--- src/rtl/totd_pulse_gen_40mhz_if.sv ---
// Control, configuration and sample bus of the synthetic ToTd pulse generator.
// master drives the controls and reads the trace; slave is the generator side.
interface totd_pulse_gen_40mhz_if #(
  parameter int unsigned AdcWidth = 12,
  parameter int unsigned CntBits  = 8,
  parameter int unsigned GapBits  = 12
);
  logic [1:0]          enable40;
  logic                start;
  logic                stop;
  logic [AdcWidth-1:0] baseline;
  logic [AdcWidth-1:0] height;
  logic [CntBits-1:0]  width;
  logic [3:0]          decay_shift;
  logic [CntBits-1:0]  npulses;
  logic [GapBits-1:0]  gap;
  logic [AdcWidth-1:0] adc;
  logic                busy;
  logic                done;
  logic [CntBits-1:0]  pulse_cnt;

  modport master (
    output enable40, start, stop, baseline, height, width, decay_shift, npulses, gap,
    input  adc, busy, done, pulse_cnt
  );

  modport slave (
    input  enable40, start, stop, baseline, height, width, decay_shift, npulses, gap,
    output adc, busy, done, pulse_cnt
  );
endinterface

--- src/rtl/totd_pulse_gen_40mhz.sv ---
// Synthetic PMT pulse-train source on the 120 MHz clock, advancing at the 40 MHz tick:
// baseline, flat top, shift-based exponential tail, programmable pulse count and gap.
module totd_pulse_gen_40mhz #(
  parameter int unsigned AdcWidth = 12,
  parameter int unsigned CntBits  = 8,
  parameter int unsigned GapBits  = 12
) (
  input logic                   clk120_i,
  input logic                   reset_i,
  totd_pulse_gen_40mhz_if.slave bus_io
);
  localparam int unsigned CntW = (GapBits > CntBits) ? GapBits : CntBits;

  typedef enum logic [1:0] {StIdle, StFlat, StTail, StGap} state_e;

  state_e              state_q, state_d;
  logic [1:0]          lcl_en40_q;
  logic                start_pend_q, start_pend_d, stop_pend_q, stop_pend_d;
  logic [AdcWidth-1:0] amp_q, amp_d, adc_q, adc_d;
  logic [CntW-1:0]     cnt_q, cnt_d;
  logic [CntBits-1:0]  pcnt_q, pcnt_d;
  logic                busy_q, busy_d, done_q, done_d;
  logic [AdcWidth-1:0] height_q;
  logic [CntBits-1:0]  width_q, npulses_q;
  logic [3:0]          shift_q;
  logic [GapBits-1:0]  gap_q;
  logic                tick, start_eff, stop_eff, accept, pulse_end;
  logic [CntW-1:0]     width_live, width_lat;
  logic [AdcWidth-1:0] tail_dec;
  logic [AdcWidth:0]   sum;

  assign tick       = (lcl_en40_q == 2'd0);
  assign start_eff  = start_pend_q | bus_io.start;
  assign stop_eff   = stop_pend_q | bus_io.stop;
  // A zero flat width still produces one flat sample
  assign width_live = (bus_io.width == '0) ? CntW'(1) : CntW'(bus_io.width);
  assign width_lat  = (width_q == '0) ? CntW'(1) : CntW'(width_q);
  assign tail_dec   = amp_q >> shift_q;

  always_comb begin
    state_d      = state_q;
    amp_d        = amp_q;
    cnt_d        = cnt_q;
    pcnt_d       = pcnt_q;
    busy_d       = busy_q;
    done_d       = 1'b0;
    adc_d        = adc_q;
    accept       = 1'b0;
    pulse_end    = 1'b0;
    sum          = '0;
    start_pend_d = start_eff;
    stop_pend_d  = stop_eff;
    if (tick) begin
      start_pend_d = 1'b0;
      stop_pend_d  = 1'b0;
      unique case (state_q)
        StIdle: begin
          amp_d = '0;
          if (start_eff) begin
            if (bus_io.npulses != '0) begin
              accept  = 1'b1;
              state_d = StFlat;
              cnt_d   = width_live;
              pcnt_d  = CntBits'(1);
              busy_d  = 1'b1;
            end else begin
              done_d = 1'b1;
              pcnt_d = '0;
            end
          end
        end
        StFlat: begin
          amp_d = height_q;
          if (cnt_q > CntW'(1)) cnt_d = cnt_q - 1'b1;
          else if (shift_q != 4'd0) state_d = StTail;
          else pulse_end = 1'b1;
        end
        StTail: begin
          if (tail_dec == '0) begin
            amp_d     = '0;
            pulse_end = 1'b1;
          end else begin
            amp_d = amp_q - tail_dec;
          end
        end
        StGap: begin
          amp_d = '0;
          if (cnt_q > CntW'(1)) begin
            cnt_d = cnt_q - 1'b1;
          end else begin
            state_d = StFlat;
            cnt_d   = width_lat;
            pcnt_d  = pcnt_q + 1'b1;
          end
        end
        default: state_d = StIdle;
      endcase
      // End of a pulse is decided in the same tick that emits its last sample
      if (pulse_end) begin
        if (pcnt_q < npulses_q) begin
          if (gap_q != '0) begin
            state_d = StGap;
            cnt_d   = CntW'(gap_q);
          end else begin
            state_d = StFlat;
            cnt_d   = width_lat;
            pcnt_d  = pcnt_q + 1'b1;
          end
        end else begin
          state_d = StIdle;
          busy_d  = 1'b0;
          done_d  = 1'b1;
        end
      end
      if (stop_eff) begin
        state_d = StIdle;
        amp_d   = '0;
        busy_d  = 1'b0;
        done_d  = 1'b0;
        pcnt_d  = pcnt_q;
        accept  = 1'b0;
      end
      sum   = {1'b0, bus_io.baseline} + {1'b0, amp_d};
      adc_d = sum[AdcWidth] ? '1 : sum[AdcWidth-1:0];
    end
  end

  always_ff @(posedge clk120_i) begin
    if (reset_i) begin
      state_q      <= StIdle;
      lcl_en40_q   <= 2'b11;
      start_pend_q <= 1'b0;
      stop_pend_q  <= 1'b0;
      amp_q        <= '0;
      adc_q        <= '0;
      cnt_q        <= '0;
      pcnt_q       <= '0;
      busy_q       <= 1'b0;
      done_q       <= 1'b0;
      height_q     <= '0;
      width_q      <= '0;
      shift_q      <= '0;
      npulses_q    <= '0;
      gap_q        <= '0;
    end else begin
      state_q      <= state_d;
      lcl_en40_q   <= bus_io.enable40;
      start_pend_q <= start_pend_d;
      stop_pend_q  <= stop_pend_d;
      amp_q        <= amp_d;
      adc_q        <= adc_d;
      cnt_q        <= cnt_d;
      pcnt_q       <= pcnt_d;
      busy_q       <= busy_d;
      done_q       <= done_d;
      if (accept) begin
        height_q  <= bus_io.height;
        width_q   <= bus_io.width;
        shift_q   <= bus_io.decay_shift;
        npulses_q <= bus_io.npulses;
        gap_q     <= bus_io.gap;
      end
    end
  end

  assign bus_io.adc       = adc_q;
  assign bus_io.busy      = busy_q;
  assign bus_io.done      = done_q;
  assign bus_io.pulse_cnt = pcnt_q;
endmodule

--- src/flat_wrapper.sv ---
// flat-port wrapper written by rule: the top's interface ports become plain ports
module totd_pulse_gen_40mhz_flat 
#(
  parameter int unsigned AdcWidth = 12,
  parameter int unsigned CntBits  = 8,
  parameter int unsigned GapBits  = 12
)
  (clk120_i, reset_i, bus_io_enable40, bus_io_start, bus_io_stop, bus_io_baseline, bus_io_height, bus_io_width, bus_io_decay_shift, bus_io_npulses, bus_io_gap, bus_io_adc, bus_io_busy, bus_io_done, bus_io_pulse_cnt);
  totd_pulse_gen_40mhz_if #(.AdcWidth(AdcWidth), .CntBits(CntBits), .GapBits(GapBits)) bus_io_i ();
  input logic clk120_i;
  input logic reset_i;
  input wire logic [$bits(bus_io_i.enable40)-1:0] bus_io_enable40;
  input wire logic [$bits(bus_io_i.start)-1:0] bus_io_start;
  input wire logic [$bits(bus_io_i.stop)-1:0] bus_io_stop;
  input wire logic [$bits(bus_io_i.baseline)-1:0] bus_io_baseline;
  input wire logic [$bits(bus_io_i.height)-1:0] bus_io_height;
  input wire logic [$bits(bus_io_i.width)-1:0] bus_io_width;
  input wire logic [$bits(bus_io_i.decay_shift)-1:0] bus_io_decay_shift;
  input wire logic [$bits(bus_io_i.npulses)-1:0] bus_io_npulses;
  input wire logic [$bits(bus_io_i.gap)-1:0] bus_io_gap;
  output wire logic [$bits(bus_io_i.adc)-1:0] bus_io_adc;
  output wire logic [$bits(bus_io_i.busy)-1:0] bus_io_busy;
  output wire logic [$bits(bus_io_i.done)-1:0] bus_io_done;
  output wire logic [$bits(bus_io_i.pulse_cnt)-1:0] bus_io_pulse_cnt;
  assign bus_io_i.enable40 = bus_io_enable40;
  assign bus_io_i.start = bus_io_start;
  assign bus_io_i.stop = bus_io_stop;
  assign bus_io_i.baseline = bus_io_baseline;
  assign bus_io_i.height = bus_io_height;
  assign bus_io_i.width = bus_io_width;
  assign bus_io_i.decay_shift = bus_io_decay_shift;
  assign bus_io_i.npulses = bus_io_npulses;
  assign bus_io_i.gap = bus_io_gap;
  assign bus_io_adc = bus_io_i.adc;
  assign bus_io_busy = bus_io_i.busy;
  assign bus_io_done = bus_io_i.done;
  assign bus_io_pulse_cnt = bus_io_i.pulse_cnt;
  totd_pulse_gen_40mhz #(.AdcWidth(AdcWidth), .CntBits(CntBits), .GapBits(GapBits)) u_core (.clk120_i(clk120_i), .reset_i(reset_i), .bus_io(bus_io_i));
endmodule
--- config.mk ---
export PLATFORM = sky130hd
export DESIGN_NAME = totd_pulse_gen_40mhz_flat
export DESIGN_NICKNAME = d
export VERILOG_FILES = /design/src/rtl/totd_pulse_gen_40mhz_if.sv /design/src/rtl/totd_pulse_gen_40mhz.sv /design/src/flat_wrapper.sv
export SDC_FILE = /design/constraint.sdc
export NUM_CORES = 1
export LEC_CHECK = 0
export BUFFER_PORTS_ARGS = -buffer_cell sky130_fd_sc_hd__buf_2
export CAP_MARGIN = 15
export CORE_MARGIN = 10
export CORE_UTILIZATION = 40
export CTS_CLUSTER_DIAMETER = 100
export CTS_CLUSTER_SIZE = 16
export DETAILED_ROUTE_END_ITERATION = 10
export GPL_TIMING_DRIVEN = 0
export SKIP_CTS_REPAIR_TIMING = 1
export SLEW_MARGIN = 20
export SYNTH_ARGS = -nofsm -noshare
export SYNTH_HDL_FRONTEND = slang
export SYNTH_SLANG_ARGS = --single-unit
--- constraint.sdc ---
create_clock -name clk120_i -period 4.25 [get_ports clk120_i]
set_input_delay 0.2125 -clock clk120_i [delete_from_list [all_inputs] [get_ports clk120_i]]
set_output_delay 0.2125 -clock clk120_i [all_outputs]
set_load 0.01 [all_outputs]
Word level (Yosys, flattened, before mapping)
Cells that the tools add are included.

storage, ports and cells
  register bits = 96
  bits of input ports = 62
  output and inout bits = 22
  logic and storage cells = 101

operators by class
  add/sub/neg operators = 4
  order comparisons = 2
  eq/ne operators = 8
  shift-type cells = 1
  muxes and demuxes = 53
  bitwise operators = 4
  reductions and logical operators = 14

operators by type and width
  kind                                                            count
  two-way mux 12 bit                                              11
  one-hot mux 12 bit (3 select lines)                             2
  two-way mux 8 bit                                               7
  two-way mux 1 bit                                               21
  two-way mux 2 bit                                               9
  logical NOT 8 bit                                               2
  one-hot mux 8 bit (2 select lines)                              1
  adder 12 x 12 -> 13 bit                                         1
  greater-than comparator 12 x 1 -> 1 bit, second input constant  1
  logical NOT 12 bit                                              1
  != test 4 x 1 -> 1 bit, second input constant                   3
  nonzero test 12 bit                                             1
  right shift 12 x 4 -> 12 bit                                    1
  subtractor 12 x 1 -> 12 bit, second input constant              1
  subtractor 12 bit                                               1
  adder 8 x 1 -> 8 bit, second input constant                     1
  less-than comparator 8 bit                                      1
  != test 4 x 3 -> 1 bit, second input constant                   2
  nonzero test 8 bit                                              1
  AND reduction 7 bit                                             1
  one-hot mux 2 bit (3 select lines)                              1
  nonzero test 5 bit                                              1
  == test 2 bit, second input constant                            2
  logical NOT 2 bit                                               2
  other kinds (8)                                                 11

Logic depth before layout (Yosys ltp)
Gate-level depths: netlist of the first run.

  depth after elaboration = 8
  depth in mapped cells = 23
  gate-level depth less buffers = 20

Least setup slack after synthesis of the first run
No wires, ideal clock.

  path kind = reg2reg
  start point = register u_core.shift_q[1]
  end point = register u_core.adc_q[10] (netlist: u_core.bus_io.adc[10])
  library setup time = 0.138 ns
  arrival = 4.509 ns
  data required time = 4.112 ns
  setup slack = -0.396 ns
  cell stages (with the launch flop) = 24
  buffers on the path = 3
  clock period less this slack = 4.646 ns
  cells stage by stage = dfxtp_1 > clkbuf_1 > clkbuf_1 > mux4_2 > a22oi_1 > nand2_1 > ha_1 > fa_1 > nor2b_1 > o21ai_0 > nand2b_1 > a311oi_1 > xor2_1 > o31ai_1 > and2_1 > ha_1 > or3_1 > o21ai_0 > a21oi_1 > a21o_1 > a31oi_1 > o21a_1 > clkbuf_1 > a211oi_1

on the way
  longest elaborated chain between the ends = 8
  elaborated cells on any way between the ends = 9
  classes of those cells = add/sub (2); shift (1); mux (5); reduce/logical (1)

RTL lines
  element                                                  RTL line                                                text
  from (decl)                                              totd_pulse_gen_40mhz.sv:25                              logic [3:0] shift_q;
  from (signal assigned)                                   totd_pulse_gen_40mhz.sv:159                             shift_q <= bus_io.decay_shift;
  right shift 12 x 4 -> 12 bit *                           totd_pulse_gen_40mhz.sv:38                              assign tail_dec = amp_q >> shift_q;
  subtractor 12 bit or logical NOT 12 bit (tied branches)  totd_pulse_gen_40mhz.sv:83, totd_pulse_gen_40mhz.sv:79
  two-way mux 12 bit *                                     totd_pulse_gen_40mhz.sv:79                              if (tail_dec == '0) begin
  one-hot mux 12 bit (3 select lines) *                    totd_pulse_gen_40mhz.sv:56                              unique case (state_q)
  two-way mux 12 bit *                                     totd_pulse_gen_40mhz.sv:115                             if (stop_eff) begin
  two-way mux 12 bit *                                     totd_pulse_gen_40mhz.sv:53                              if (tick) begin
  adder 12 x 12 -> 13 bit *                                totd_pulse_gen_40mhz.sv:123                             sum = {1'b0, bus_io.baseline} + {1'b0, amp_d};
  two-way mux 12 bit *                                     totd_pulse_gen_40mhz.sv:124                             adc_d = sum[AdcWidth] ? '1 : sum[AdcWidth-1:0];
  to (signal assigned)                                     totd_pulse_gen_40mhz.sv:135                             adc_q <= '0;
  to (signal assigned)                                     totd_pulse_gen_40mhz.sv:151                             adc_q <= adc_d;
  to (decl)                                                totd_pulse_gen_40mhz.sv:19                              logic [AdcWidth-1:0] amp_q, amp_d, adc_q, adc_d;

Mark *: on every way between the ends. The rest lies on a longest branch, timed or not. The select of a mux whose other input is x is not followed.
A chain may end at the register's enable or synchronous reset.

Worst setup path in the final report of the first run
  start point = register u_core.shift_q[1]
  end point = register u_core.adc_q[7] (netlist: u_core.bus_io.adc[7])

Same word-level chain as after synthesis.

==> flow_summary.toml, run 1 <==
[setup_path]
cp_common_cell = "o21ai_1"
cpMaxStageDelayCell = "or3_1"
cp_top_family = "compound AO/OA/AOI/OAI gates"
crit_required_ps = 4470
worstPathArrival_ps = 4840
max_stage_delay_ps = 340
cp-end-kind = "flip-flop"
path_cells = "buf_8 > mux2_4 > a221oi_2 > o32a_1 > ha_1 > nor2b_4 > o31a_1 > o21ai_1 > nand2b_1 > xnor2_2 > o31ai_2 > and2_4 > ha_4 > or3_1 > o21ai_1 > a21oi_1 > a21o_1 > a31oi_4 > o21a_4 > buf_6 > a211oi_1"
worstPathMaxFanout = 7
worst_setup_path_start_kind = "flip-flop"
critPathBufInv = 2
criticalPathCategory = "flip-flop to flip-flop"

[sta]
relSlewSlack_pct = 42.4
period_minus_slack_ps = 4620
skew_ps = 10.9
maxSlewViolCount = 0
setup_violations = 12
fin_ws_ps = -370
grt_setup_unrepaired = "yes"
max_freq_mhz = 216
finalHoldViolCount = 0
worst_pin_slew_ps = 861
whs_ps = 40.2
min_period_over_period_pct = 109

[cells_and_area]
diodes = 0
final_cell_count_no_fill = 1168
fillers = 1610
drive_above_1_share_pct = 21.2
mostFrequentLayoutCells = "nand2_1, dfxtp_1, buf_2"
final_common_cell = "nand2_1"
num-nets-final = 1051
area_delta_synth_final_pct = 22.7

[drt]
drc = 0
first_pass_iters = 5
viasPerCell = 5.70
ant_nets = 0
routed_wl_um = 21400
num_vias = 6660
first_iter_violations = 578
post_drt_wl_per_cell_um = 18.3

[synth]
synth_cell_types = 79
yosysTopAreaCellShare_pct = 29.5
yosys_warnings = 0
synth_area_um2 = 6510
ys.flop_type = "dfxtp_1"
syn_area_per_cell_um2 = 7.77
ys_seq_area_share_pct = 29.5
synth-edff-count = 0
async_reset_ff_share_pct = 0
syn_inst = 837
yosysTopAreaCell = "dfxtp_1"
synth_seq_cells = 96
synth_area_leaders = "dfxtp_1, nand2_1, ha_1"
syn_nets = 941

[flow_run]
cap_violations = 0

[global_route]
grt_pass1_wl_um = 33100
grt_usage_pct = 18.7
grt_pass1_vias = 6204
antenna_found_initial = 0
grt_max_degree = 17
globalRouteOverflowTotal = 0

[clock_tree]
clockBufferDepth = 2
clock-sinks = 96
insertion_delay_ps = 360
cts_tree = "done"
cts_buffers = 9
path_clk_slew_ps = 70
htreeDepth = 3
cts-root-buf = "clkbuf_16"

[power_and_ir_drop]
powerDensity_nw_per_um2 = 256
leakage_uw = 0.00308
ir_drop_v = 0.000190

[place]
place_congestion = 0.889
post-place-ws_ps = -781
numPortBuffers = 82
dp_hpwl_um = 16300
post-place-cells = 1135

[floorplan]
start_util_pct = 41.0
rows = 46
boundaryPins = 84
fp.dieArea_um2 = 21800
die_h_um = 148
dieWidth_um = 148
core_area_um2 = 15900

[outcome]
violations = "negative setup slack"
outcome = "finished with violations"

[worst_hold_path]
hold_path.class = "primary input to flip-flop"
## worst reg2reg max path: stages (launching register included)
cell and delay (ps):
dfxtp_2 330, buf_8 130, mux2_4 320, a221oi_2 300, o32a_1 310, ha_1 280
nor2b_4 130, o31a_1 270, o21ai_1 150, nand2b_1 100, xnor2_2 140, o31ai_2 290
and2_4 200, ha_4 200, or3_1 340, o21ai_1 80, a21oi_1 60, a21o_1 210
a31oi_4 240, o21a_4 200, buf_6 130, a211oi_1 60
## cell families after synthesis
| family | after synthesis | share of synthesized area, % |
|---|---|---|
| AO/OA/AOI/OAI | 244 | 26.0 |
| XOR/XNOR | 19 | 2.56 |
| AND/OR/NAND/NOR | 334 | 24.7 |
| adder cells (fa/ha/maj) | 42 | 8.31 |
| multiplexers | 19 | 3.67 |
| buffers and inverters | 83 | 5.29 |
| flip-flops | 96 | 29.5 |
## synthesized netlist by cell type, types with 6 or more instances
cell,number
mux2_2,8
and2_1,14
mux2i_1,7
o31ai_1,13
a211oi_1,17
and3_1,7
nor4_1,12
or3_1,11
nand2b_1,8
xnor2_1,8
inv_1,35
a22o_1,13
a21o_1,7
nand2_1,146
ha_1,40
dfxtp_1,96
o21ai_0,32
o41ai_1,6
o211ai_1,7
nor3_1,21
nor2b_1,12
a21oi_1,74
a221oi_1,6
clkbuf_1,39
xor2_1,11
nand3_1,17
nor2_1,58
## power by group
group / total, uW / switching (uW) / internal (uW) / leakage, uW
registers: 919 / 8.26 / 911 / 0.000777
logic: 219 / 134 / 84.5 / 0.00215
clock network: 907 / 370 / 537 / 0.000157
total: 2040 / 513 / 1530 / 0.00308
## sequential cells by signal, summed over array words and instances (netlist names), 2 cells and up
signal                   flops
u_core.amp_q                12
u_core.bus_io.adc           12
u_core.bus_io.pulse_cnt      8
u_core.cnt_q                12
u_core.gap_q                12
u_core.height_q             12
u_core.lcl_en40_q            2
u_core.npulses_q             8
u_core.shift_q               4
u_core.state_q               2
u_core.width_q               8
## routing by layer
| layer | share of wire, % | up-vias | track usage, % | wire (um) |
|---|---|---|---|---|
| li1 | - | 3264 | - | - |
| met1 | 43 | 3135 | 23.4 | 9090 |
| met2 | 49 | 232 | 32.1 | 10500 |
| met3 | 6.6 | 29 | 3.88 | 1420 |
| met4 | 1.6 | 0 | 4.46 | 335 |
| met5 | 0 | - | 0 | 0 |
## layout make-up
type                            count  area, um2  area share, %
Multi-Input combinational cell    658       4490           56.2
Tap cell                          216        270           3.39
Clock buffer                       11        243           3.04
Inverter                           35        131           1.65
Clock inverter                      5       85.1           1.07
Timing Repair Buffer              100        571           7.15
Sequential cell                    96       1920           24.1
Buffer                             47        269           3.37
## per-stage QoR
step                instance area [um2]  total power, uW  util (%)  setup TNS, ps
global placement                   7220             1140      45.5          -8720
global route                       7980             2120      50.3          -6780
CTS                                7550             2050      47.5          -8990
floorplan                          6540             1060         -              0
detailed placement                 7220             1140      45.5          -8710
finish                             7980             2040      50.3          -4230
## path summary, 6_finish.rpt
path / start / end / slack [ps] / cells after the start
min: bus_io_enable40[1] / u_core.lcl_en40_q[1] / 40 / 2
min reg2reg: u_core.npulses_q[7] / u_core.npulses_q[7] / 450 / 2
max: u_core.shift_q[1] / u_core.bus_io.adc[7] / -370 / 21
max reg2reg: u_core.shift_q[1] / u_core.bus_io.adc[7] / -370 / 21
Power figures use the tool's default switching activity.
==> inputs of run 2 (changes only) <==
--- a/config.mk
+++ b/config.mk
@@ -5,6 +5,7 @@
 export SDC_FILE = /design/constraint.sdc
 export NUM_CORES = 1
 export LEC_CHECK = 0
+export ABC_AREA = 1
 export BUFFER_PORTS_ARGS = -buffer_cell sky130_fd_sc_hd__buf_2
 export CAP_MARGIN = 15
 export CORE_MARGIN = 10
==> flow_summary.toml, run 2 <==
[drt]
first_iter_violations = 623
drc = 0
post_drt_wl_per_cell_um = 16.7
viasPerCell = 5.22
num_vias = 7565
first_pass_iters = 6
routed_wl_um = 24100
ant_nets = 0

[setup_path]
criticalPathCategory = "flip-flop to flip-flop"
r2r_cells = 27
reg2reg_slack_ps = 200
worstPathArrival_ps = 4310
worstPathMaxFanout = 5
crit_required_ps = 4500
r2r-start = "u_core.shift_q[0]"
r2r-end = "u_core.bus_io.adc[10]"
startpoint = "u_core.shift_q[0]"
crit_end = "u_core.bus_io.adc[10]"
cp-end-kind = "flip-flop"
worst_setup_path_start_kind = "flip-flop"

[cells_and_area]
fin_area_um2 = 8340
diodes = 0
area_delta_synth_final_pct = 20.0
drive_above_1_share_pct = 16.8
final_util_pct = 48.5
final_common_cell = "nand2_1"
mostFrequentLayoutCells = "nand2_1, inv_1, o21ai_0"
num-nets-final = 1323
fillers = 1857

[global_route]
globalRouteOverflowTotal = 0
grt_pass1_vias = 6784
grt_max_degree = 15
antenna_found_initial = 0
grt_usage_pct = 20.3
grt_pass1_wl_um = 36700

[synth]
syn_inst = 1110
syn_nets = 1214
synth_cell_types = 43
yosysTopAreaCellShare_pct = 27.7
synth_area_um2 = 6950
ys.flop_type = "dfxtp_1"
synth-edff-count = 0
yosys-top-cells-count = "nand2_1, inv_1, o21ai_0, dfxtp_1, a21oi_1"
synth_seq_cells = 96
syn_area_per_cell_um2 = 6.26
synth.most_common_cell = "nand2_1"
ys_seq_area_share_pct = 27.7
yosys_warnings = 0
synth_area_leaders = "dfxtp_1, nand2_1, o21ai_0"
yosysTopAreaCell = "dfxtp_1"
async_reset_ff_share_pct = 0

[worst_hold_path]
holdPathStages = 2
hold_path.class = "primary input to flip-flop"

[floorplan]
die_h_um = 152
rows = 48
boundaryPins = 84
core_area_um2 = 17200
fp.dieArea_um2 = 23000
dieWidth_um = 152
start_util_pct = 40.4

[place]
place_congestion = 0.927
postPlaceCellArea_um2 = 7640
dp_hpwl_um = 18300
numPortBuffers = 83

[clock_tree]
clockBufferDepth = 2
cts-root-buf = "clkbuf_16"
path_clk_slew_ps = 70
clock-sinks = 96
cts_buffers = 9
insertion_delay_ps = 360
htreeDepth = 3
cts_tree = "done"

[sta]
skew_ps = 9.68
max_freq_mhz = 247
min_period_over_period_pct = 95.3
maxSlewViolCount = 0
setup_violations = 0
finalHoldViolCount = 0
worst_pin_slew_ps = 905
period_minus_slack_ps = 4050
relSlewSlack_pct = 39.4

[power_and_ir_drop]
power_uw = 2090
leakage_uw = 0.00378
powerDensity_nw_per_um2 = 251
ir_drop_v = 0.000212

[flow_run]
cap_violations = 0

[outcome]
outcome = "complete, no violations"
[run 2: worst min-delay path by stage]
stage / slack [ps] / to / start
4_1_cts: 30 / u_core.lcl_en40_q[0] / bus_io_enable40[0]
3_5_place_dp: 400 / u_core.lcl_en40_q[0] / bus_io_enable40[0]
3_3_place_gp: 400 / u_core.lcl_en40_q[0] / bus_io_enable40[0]
5_1_grt: 40 / u_core.lcl_en40_q[0] / bus_io_enable40[0]
2_1_floorplan: 320 / u_core.lcl_en40_q[0] / bus_io_enable40[0]
6_report: 40 / u_core.lcl_en40_q[0] / bus_io_enable40[0]
[run 2: power by group]
part / internal (uW) / leakage (uW) / switching, uW / total (uW)
Sequential: 913 / 0.000778 / 7.84 / 921
Clock: 487 / 0.000146 / 361 / 848
Combinational: 108 / 0.00285 / 215 / 324
Total: 1510 / 0.00378 / 584 / 2090
[run 2: metrics by stage]
stage / setup TNS (ps) / instances / setup WS, ps / hold WS (ps)
floorplan: 0 / 1110 / 234 / 316
global placement: -6660 / 1418 / -675 / 397
detailed placement: -5990 / 1418 / -628 / 400
CTS: -6370 / 1433 / -659 / 34.5
global route: -40.8 / 1448 / -40.8 / 44.7
finish: 0 / 1448 / 198 / 38.4
[run 2: layer usage]
layer | up-vias | global-route usage [%] | share of wire [%]
met5 | - | 0 | 0
met4 | 0 | 5.39 | 1.5
met3 | 25 | 3.56 | 6.7
met2 | 258 | 31.1 | 44
met1 | 3419 | 28.7 | 47
li1 | 3863 | - | -
[run 2: layout make-up]
type | count | area (um2) | area share, %
Multi-Input combinational cell | 834 | 4550 | 54.5
Sequential cell | 96 | 1930 | 23.1
Timing Repair Buffer | 98 | 541 | 6.48
Inverter | 138 | 523 | 6.27
Tap cell | 225 | 282 | 3.38
Clock buffer | 13 | 260 | 3.12
Buffer | 42 | 219 | 2.63
Clock inverter | 2 | 38.8 | 0.465
[run 2: cell families after synthesis]
family                     count (synthesis)  share of synthesized area (%)
AOI/OAI and AO/OA                        241                           18.6
xor gates and xnor gates                  23                           2.90
adders and majority gates                 42                           7.78
and+or+nand+nor                          528                           32.5
buffers and inverters                    180                           10.5
DFF                                       96                           27.7
[run 2: worst max-delay path, stage by stage, from the launching register on]
cell,delay (ps)
dfxtp_2,330
buf_6,140
buf_8,130
nand2_1,70
o21ai_2,70
nor2_1,130
nor2_2,70
nor2_4,150
ha_4,230
a21oi_2,170
nand2_2,100
a21oi_2,180
o21ai_2,90
a21oi_2,140
or2_4,130
nand3_2,90
o21ai_0,100
inv_1,80
nor2_2,130
ha_4,220
a21o_1,190
a221oi_2,250
o31ai_2,110
a31oi_2,240
buf_4,190
nand3_1,80
nand2_1,100
inv_1,40
